## src/rtl/tx_stage_ser8.sv

```systemverilog
// tx_stage_ser8: output stage behind the 4-operand ALU.
// Takes one {carry, 10-bit result} per valid/ready handshake and emits it
// as a two-beat byte frame. The host paces each beat with a rising edge on
// ack_in, which is optionally passed through a two-flop synchroniser.
//
// state | meaning
// ------+--------------------------------------------------------------
// IDLE  | no frame held; res_ready high, ack edges ignored
// BEAT0 | low byte res[7:0] on dout, waiting for ack_rise
// BEAT1 | high byte {frame_cnt, 0, carry, res[9:8]} on dout, waiting for ack_rise

module tx_stage_ser8 #(
   parameter bit ACK_SYNC = 1'b1
) (
   input  logic       clk,
   input  logic       rst_n,
   input  logic [9:0] res_in,
   input  logic       carry_in,
   input  logic       res_valid,
   output logic       res_ready,
   input  logic       ack_in,
   output logic [7:0] dout,
   output logic       dout_valid,
   output logic       dout_phase,
   output logic [3:0] frame_cnt
);

   typedef enum logic [1:0] {
      IDLE  = 2'd0,
      BEAT0 = 2'd1,
      BEAT1 = 2'd2
   } state_t;

   state_t      state;
   logic [10:0] hold;
   logic        ack_s;
   logic        ack_prev;
   logic        ack_rise;

   generate
      if (ACK_SYNC) begin : g_ack_sync
         logic ack_meta;
         logic ack_sync;

         // Two-flop synchroniser for the asynchronous host acknowledge.
         always_ff @(posedge clk or negedge rst_n) begin
            if (!rst_n) begin
               ack_meta <= 1'b0;
               ack_sync <= 1'b0;
            end else begin
               ack_meta <= ack_in;
               ack_sync <= ack_meta;
            end
         end

         assign ack_s = ack_sync;
      end else begin : g_ack_direct
         assign ack_s = ack_in;
      end
   endgenerate

   // Delayed copy of the acknowledge so a held-high ack yields one edge.
   always_ff @(posedge clk or negedge rst_n) begin
      if (!rst_n) begin
         ack_prev <= 1'b0;
      end else begin
         ack_prev <= ack_s;
      end
   end

   assign ack_rise  = ack_s & ~ack_prev;

   // No pass-through: a result is only taken while the stage is empty.
   assign res_ready = (state == IDLE);

   // Frame sequencer with registered output byte, flags and frame counter.
   always_ff @(posedge clk or negedge rst_n) begin
      if (!rst_n) begin
         state      <= IDLE;
         hold       <= '0;
         dout       <= '0;
         dout_valid <= 1'b0;
         dout_phase <= 1'b0;
         frame_cnt  <= '0;
      end else begin
         case (state)
            IDLE: begin
               if (res_valid) begin
                  hold       <= {carry_in, res_in};
                  dout       <= res_in[7:0];
                  dout_valid <= 1'b1;
                  dout_phase <= 1'b0;
                  state      <= BEAT0;
               end
            end
            BEAT0: begin
               if (ack_rise) begin
                  dout       <= {frame_cnt, 1'b0, hold[10:8]};
                  dout_phase <= 1'b1;
                  state      <= BEAT1;
               end else begin
                  // Re-present the captured low byte; it already sits on dout.
                  dout <= hold[7:0];
               end
            end
            BEAT1: begin
               if (ack_rise) begin
                  dout       <= '0;
                  dout_valid <= 1'b0;
                  dout_phase <= 1'b0;
                  frame_cnt  <= frame_cnt + 4'd1;
                  state      <= IDLE;
               end
            end
            default: begin
               dout       <= '0;
               dout_valid <= 1'b0;
               dout_phase <= 1'b0;
               state      <= IDLE;
            end
         endcase
      end
   end

endmodule
```

## config.mk

```make
export PLATFORM = sky130hd
export DESIGN_NAME = tx_stage_ser8
export DESIGN_NICKNAME = d
export VERILOG_FILES = /design/src/rtl/tx_stage_ser8.sv
export SDC_FILE = /design/constraint.sdc
export NUM_CORES = 1
export LEC_CHECK = 0
export CORE_AREA = 2 2 54 56
export DETAILED_ROUTE_END_ITERATION = 8
export DIE_AREA = 0 0 56 58
export DONT_BUFFER_PORTS = 1
export HOLD_SLACK_MARGIN = 0.1
export PLACE_DENSITY = 0.67
export SETUP_SLACK_MARGIN = 0.1
export SYNTH_ARGS = -nofsm -noshare
export SYNTH_HDL_FRONTEND = slang
export SYNTH_SLANG_ARGS = --single-unit
```

## constraint.sdc

```tcl
create_clock -name clk -period 1.38 [get_ports clk]
set_input_delay 0.069 -clock clk [delete_from_list [all_inputs] [get_ports clk]]
set_output_delay 0.069 -clock clk [all_outputs]
set_load 0.005 [all_outputs]
```

==> impl_metrics.yaml, run 1 <==
timing:
  slew_viol_final: 0
  rsz0062_at_grt: "yes"
  finalSetupViolCount: 0
  max_slew.worst_pin.slew_ps: 251
  hold_violations: 0
  period_share: 0.950
  hold_slack_ps: 171
  skew_ps: 10.7
  fmax_mhz: 763
  finalSetupTns_ps: 0
  slew_headroom: 0.833
  fin_crit_ps: 1310
route:
  dr.max_layer_used: "met4"
  drc: 0
  routed_via_density: 5.51
  routed_wl_mm: 2.98
  ant_nets: 0
  wl_met3_um: 187
  drt-initial-drc-count: 21
  vias: 1024
  wl_met2_mm: 1.46
  met1_length_mm: 1.29
  dr.pass1.iters: 4
  wl_per_cell_um: 16.0
synthesis:
  synth_nets: 130
  yosys.area_share.simple: 0.128
  synth_cells: 114
  synth_top_family_by_area: "compound AO/OA/AOI/OAI gates"
  synth.avg_cell_area_um2: 11.6
  synth-seq-area-share: 0.548
  syn_area_um2: 1330
  synthMuxAreaShare: 0.129
  yosysUniqueCellTypes: 27
  ys_warn_count: 0
  synth_seq_cells: 29
  synth_fa_ha_area_frac: 0.00944
  synth_xor_area_frac: 0.0198
  synth_compound_area_frac: 0.134
floorplanning:
  rows: 19
  die_h_um: 58
  die_area_um2: 3250
  num_io_pins: 30
  die_x_um: 56
  core_area_um2: 2660
  start_util: 0.498
finish:
  layout-drive-gt1-share: 0.394
  final_common_cell: "dfrtp_1"
  n_fill_cell: 192
  final_nets: 170
  layout_common_cells: "28 x dfrtp_1, 17 x buf_4, 14 x dlygate4sd3_1"
  areaGrowthSynthToFinish_pct: 42.5
  diodes: 0
run:
  max-cap-violations: 0
clocking:
  cts_tree: "yes"
  cts_buffer_depth: 2
  tritoncts_num_sinks: 29
  cts-root-buf: "clkbuf_4"
  cts_buffers: 5
  htreeDepth: 2
  cts.reportedPaths.clkPinSlew_ps: 100
  clkLatencyLatePin_ps: 320
grt:
  antenna_found_initial: 0
  grt_max_degree: 30
  grt_usage: 0.195
  overflow: 0
  grt_pass1_wl_mm: 4.83
  grt_pass1_vias: 1061
critical_path:
  cp.arrival_ps: 1520
  critPathRequiredTime_ps: 1590
  path_class: "reg2reg"
  crit_chain: "nor2_2 > and2_4 > buf_12 > mux2_4"
  cp_max_fo: 7
  cp_slowest_cell: "dfrtp_2"
  cp-start-kind: "flop"
  end_kind: "flop"
  startpoint: "dout_phase"
  r2r-start: "dout_phase"
  max_stage_delay_ps: 450
run_status:
  status: "finished, final reports clean"
power:
  peakVddDrop_mv: 1.55
  power.density_nw_per_um2: 2000
  leakagePower_nw: 0.883
place:
  place_hpwl_mm: 1.94
  globalplace.congestion: 0.763
  io_buffer_count: 0
min_path:
  hold_path.class: "in2async"
## stage by stage
step	utilization	std cells	setup WS, ps	total power [mW]	area, µm²
finish	0.709	186	68.6	3.78	1890
global route	0.709	186	29.7	4.02	1890
CTS	0.684	185	59.4	3.60	1820
detailed placement	0.546	154	18.2	2.70	1450
global placement	0.546	154	51.3	2.64	1450
floorplan	-	114	32.6	2.31	1340
## kinds of logic after synthesis
family / after synthesis
flip-flops: 29
adder cells (fa/ha/maj): 1
AND/OR/NAND/NOR: 35
buffers and inverters: 6
multiplexers: 13
AO/OA/AOI/OAI: 27
XOR/XNOR: 3
## flip-flops by register name (all words and copies together), names as in the netlist
signal               count
dout_valid               1
g_ack_sync.ack_meta      1
dout                     8
frame_cnt                4
ack_prev                 1
state                    1
hold                    11
ack_s                    1
dout_phase               1
## repair_timing
item,in CTS,in global routing
endpoints found under the hold margin,50,3
pin swaps,8,5
setup buffers,8,1
gates cloned,1,1
hold buffers,15,1
resized for setup,14,13
endpoints found under the setup margin,20,24
## where the power goes
group	switching, mW	internal, mW	leakage, nW	total, mW
Clock	0.288	0.295	0.0413	0.583
Sequential	0.311	1.21	0.351	1.52
Combinational	0.648	1.03	0.491	1.68
## worst max-delay path: cells and delay by family (launching register included)
family	cells	cell delay, ps
muxes	1	300
DFF	1	450
and+or+nand+nor	2	310
buffers and inverters	1	140
## cells in the mapped netlist
cell,number,share of area
a211oi_1,2,0.011
xor2_1,1,0.0066
clkbuf_1,1,0.0028
buf_6,2,0.017
and2_1,1,0.0047
a211o_1,1,0.0066
a21o_1,6,0.034
nor3b_2,1,0.0094
o21ai_0,2,0.0076
ha_1,1,0.0094
mux2i_1,1,0.0076
dfrtp_1,29,0.55
buf_2,3,0.011
o21ai_1,1,0.0038
nand3_1,4,0.015
mux2_4,7,0.079
a211oi_2,1,0.0094
mux2_1,5,0.042
nand4_1,1,0.0047
a21oi_1,11,0.042
nor2b_1,2,0.0094
nand2_1,9,0.025
nor2_1,11,0.031
nand2b_1,6,0.028
a221o_1,2,0.015
a31oi_1,1,0.0047
xnor2_1,2,0.013
## cell type report
cell class	count	area, µm²	area share
clock inverters	1	5.00	0.00265
clock buffers	7	65.1	0.0345
repair buffers	39	409	0.217
well taps	31	38.8	0.0205
flip-flops and latches	29	727	0.385
multi-input cells	79	643	0.341
## final timing paths
kind,endpoint,slack [ps],cells after the start
worst max-delay path,hold[5],70,4
worst min-delay path,hold[2],170,2
worst max register to register,hold[5],70,4
worst min register to register,ack_s,360,0
max in group asynchronous,dout_phase,1040,2
min in group clk,dout_valid,170,3
## layer usage
metal / up-vias / track usage
met3: 6 / 0.0759
li1: 477 / -
met5: - / 0
met4: 0 / 0.0612
met2: 34 / 0.316
met1: 507 / 0.244
(Power assumes the default switching activity.)
==> inputs of run 2 (changes only) <==
CELL_PAD_IN_SITES_DETAIL_PLACEMENT = 0   (was unset)
CELL_PAD_IN_SITES_GLOBAL_PLACEMENT = 1   (was unset)
CORE_AREA = 2 2 59 61   (was 2 2 54 56)
DIE_AREA = 0 0 61 63   (was 0 0 56 58)
HOLD_SLACK_MARGIN = 0.03   (was 0.1)
PLACE_DENSITY = unset   (was 0.67)
PLACE_DENSITY_LB_ADDON = 0.1   (was unset)
==> impl_metrics.yaml, run 2 (same netlist as run 1, synthesis figures left out) <==
run_status:
  status: "finished, final reports clean"
route:
  ant_nets: 0
  drt-initial-drc-count: 13
  wl_per_cell_um: 14.8
  dr.pass1.iters: 4
  routed_via_density: 5.01
  vias: 996
  drc: 0
  routed_wl_mm: 2.95
timing:
  skew_ps: 3.21
  period_share: 0.979
  fmax_mhz: 740
  slew_viol_final: 0
  setup_slack_ps: 28.7
  hold_violations: 0
  max_slew.worst_pin.slew_ps: 231
  finalSetupViolCount: 0
  finalSetupTns_ps: 0
  slew_headroom: 0.846
  rsz0062_at_grt: "yes"
  fin_crit_ps: 1350
place:
  place_hpwl_mm: 1.95
  placed_area_um2: 1480
  io_buffer_count: 0
  dp_slack_ps: 13.4
  globalplace.congestion: 0.769
clocking:
  cts_tree: "yes"
  cts_buffers: 5
  cts_buffer_depth: 2
  clkLatencyLatePin_ps: 320
  cts-root-buf: "clkbuf_4"
  cts.reportedPaths.clkPinSlew_ps: 90
  tritoncts_num_sinks: 29
  htreeDepth: 2
critical_path:
  end_kind: "flop"
  cp_max_fo: 7
  cp_slowest_cell: "dfrtp_2"
  worst_r2r_path_depth: 4
  r2r-start: "dout_phase"
  critPathTopFamily: "flip-flops"
  critPathRequiredTime_ps: 1590
  max_stage_delay_ps: 480
  crit_chain: "nor2_2 > and2_4 > buf_12 > mux2_4"
  cp.buffers_inverters: 1
  cp.arrival_ps: 1560
  r2r_slack_ps: 30
  worst_r2r_endpoint: "hold[4]"
  cp-start-kind: "flop"
  path_class: "reg2reg"
  cp.depth: 4
min_path:
  hold_path_depth: 4
  whs_endpoint: "dout[7]"
  holdCritStartpoint: "res_in[7]"
  hold_path.class: "in2reg"
finish:
  utilization: 0.570
  diodes: 0
  largest_reg_flops: 11
  max_flop_register: "hold"
  final_nets: 169
  areaGrowthSynthToFinish_pct: 39.1
  layout-drive-gt1-share: 0.346
  final_area_um2: 1840
  reg.largest.list: "hold (11), dout (8), frame_cnt (4)"
  final_common_cell: "dfrtp_1"
  layout_common_cells: "28 x dfrtp_1, 15 x buf_4, 14 x dlygate4sd3_1"
grt:
  overflow: 0
  grt_pass1_vias: 1070
  grt_max_degree: 30
  antenna_found_initial: 0
  grt_pass1_wl_mm: 5.02
  grt_usage: 0.182
floorplanning:
  die_area_um2: 3840
  start_util: 0.410
  rows: 21
  num_io_pins: 30
  core_area_um2: 3230
  die_h_um: 63
  die_x_um: 61
power:
  power.density_nw_per_um2: 1920
  p_total_mw: 3.55
  peakVddDrop_mv: 0.840
  leakagePower_nw: 0.857
run:
  max-cap-violations: 0
==> run 2: changes by cell type in the layout (fill, tap and decap cells not counted), sizes merged <==
cell	before	now
clkbuf	8	7
clkinv	1	0
==> run 2: worst register-to-register path: cells and delay by family (launching register included) <==
kind                   cells  cell delay, ps
flip-flops                 1             480
buffers and inverters      1             150
multiplexers               1             300
AND/OR/NAND/NOR            2             320
==> run 2: metal layers <==
metal,GRT usage,routed length [µm],vias to the layer above
met1,0.230,1290,488
met2,0.282,1470,21
li1,-,-,481
met5,0,0,-
met3,0.0725,143,6
met4,0.0571,53,0
==> run 2: repair_timing <==
item	4_1_cts	5_1_grt
hold buffers	15	0
cloned	1	0
hold endpoints to repair	49	0
pin swaps	4	12
setup buffers	2	4
resized for setup	10	12
setup endpoints to repair	20	23
==> run 2: worst max-delay path by stage <==
stage | startpoint | to | slack, ps
2_1_floorplan | dout_phase | hold[3] | 30
3_3_place_gp | ack_prev | frame_cnt[1] | 10
3_5_place_dp | ack_prev | frame_cnt[1] | 10
4_1_cts | dout_phase | hold[4] | 30
5_1_grt | dout_phase | hold[4] | -20
6_report | dout_phase | hold[4] | 30
==> run 2: where the power goes <==
part | switching (mW) | leakage, nW | total [mW] | internal, mW
Combinational | 0.608 | 0.475 | 1.54 | 0.934
Clock | 0.286 | 0.0314 | 0.526 | 0.240
Sequential | 0.269 | 0.351 | 1.48 | 1.21
==> run 2: area by class of cell <==
type	count	area, µm²
clock buffer	7	55.1
fill	293	1390
multi-input combinational	79	616
sequential	29	727
tap	46	57.6
timing repair buffer	38	388
==> run 2: per-stage QoR <==
stage	std cells	hold slack (ps)
finish	199	44.5
global route	199	63.1
CTS	195	42.3
detailed placement	170	-226
global placement	170	-226
floorplan	114	-227
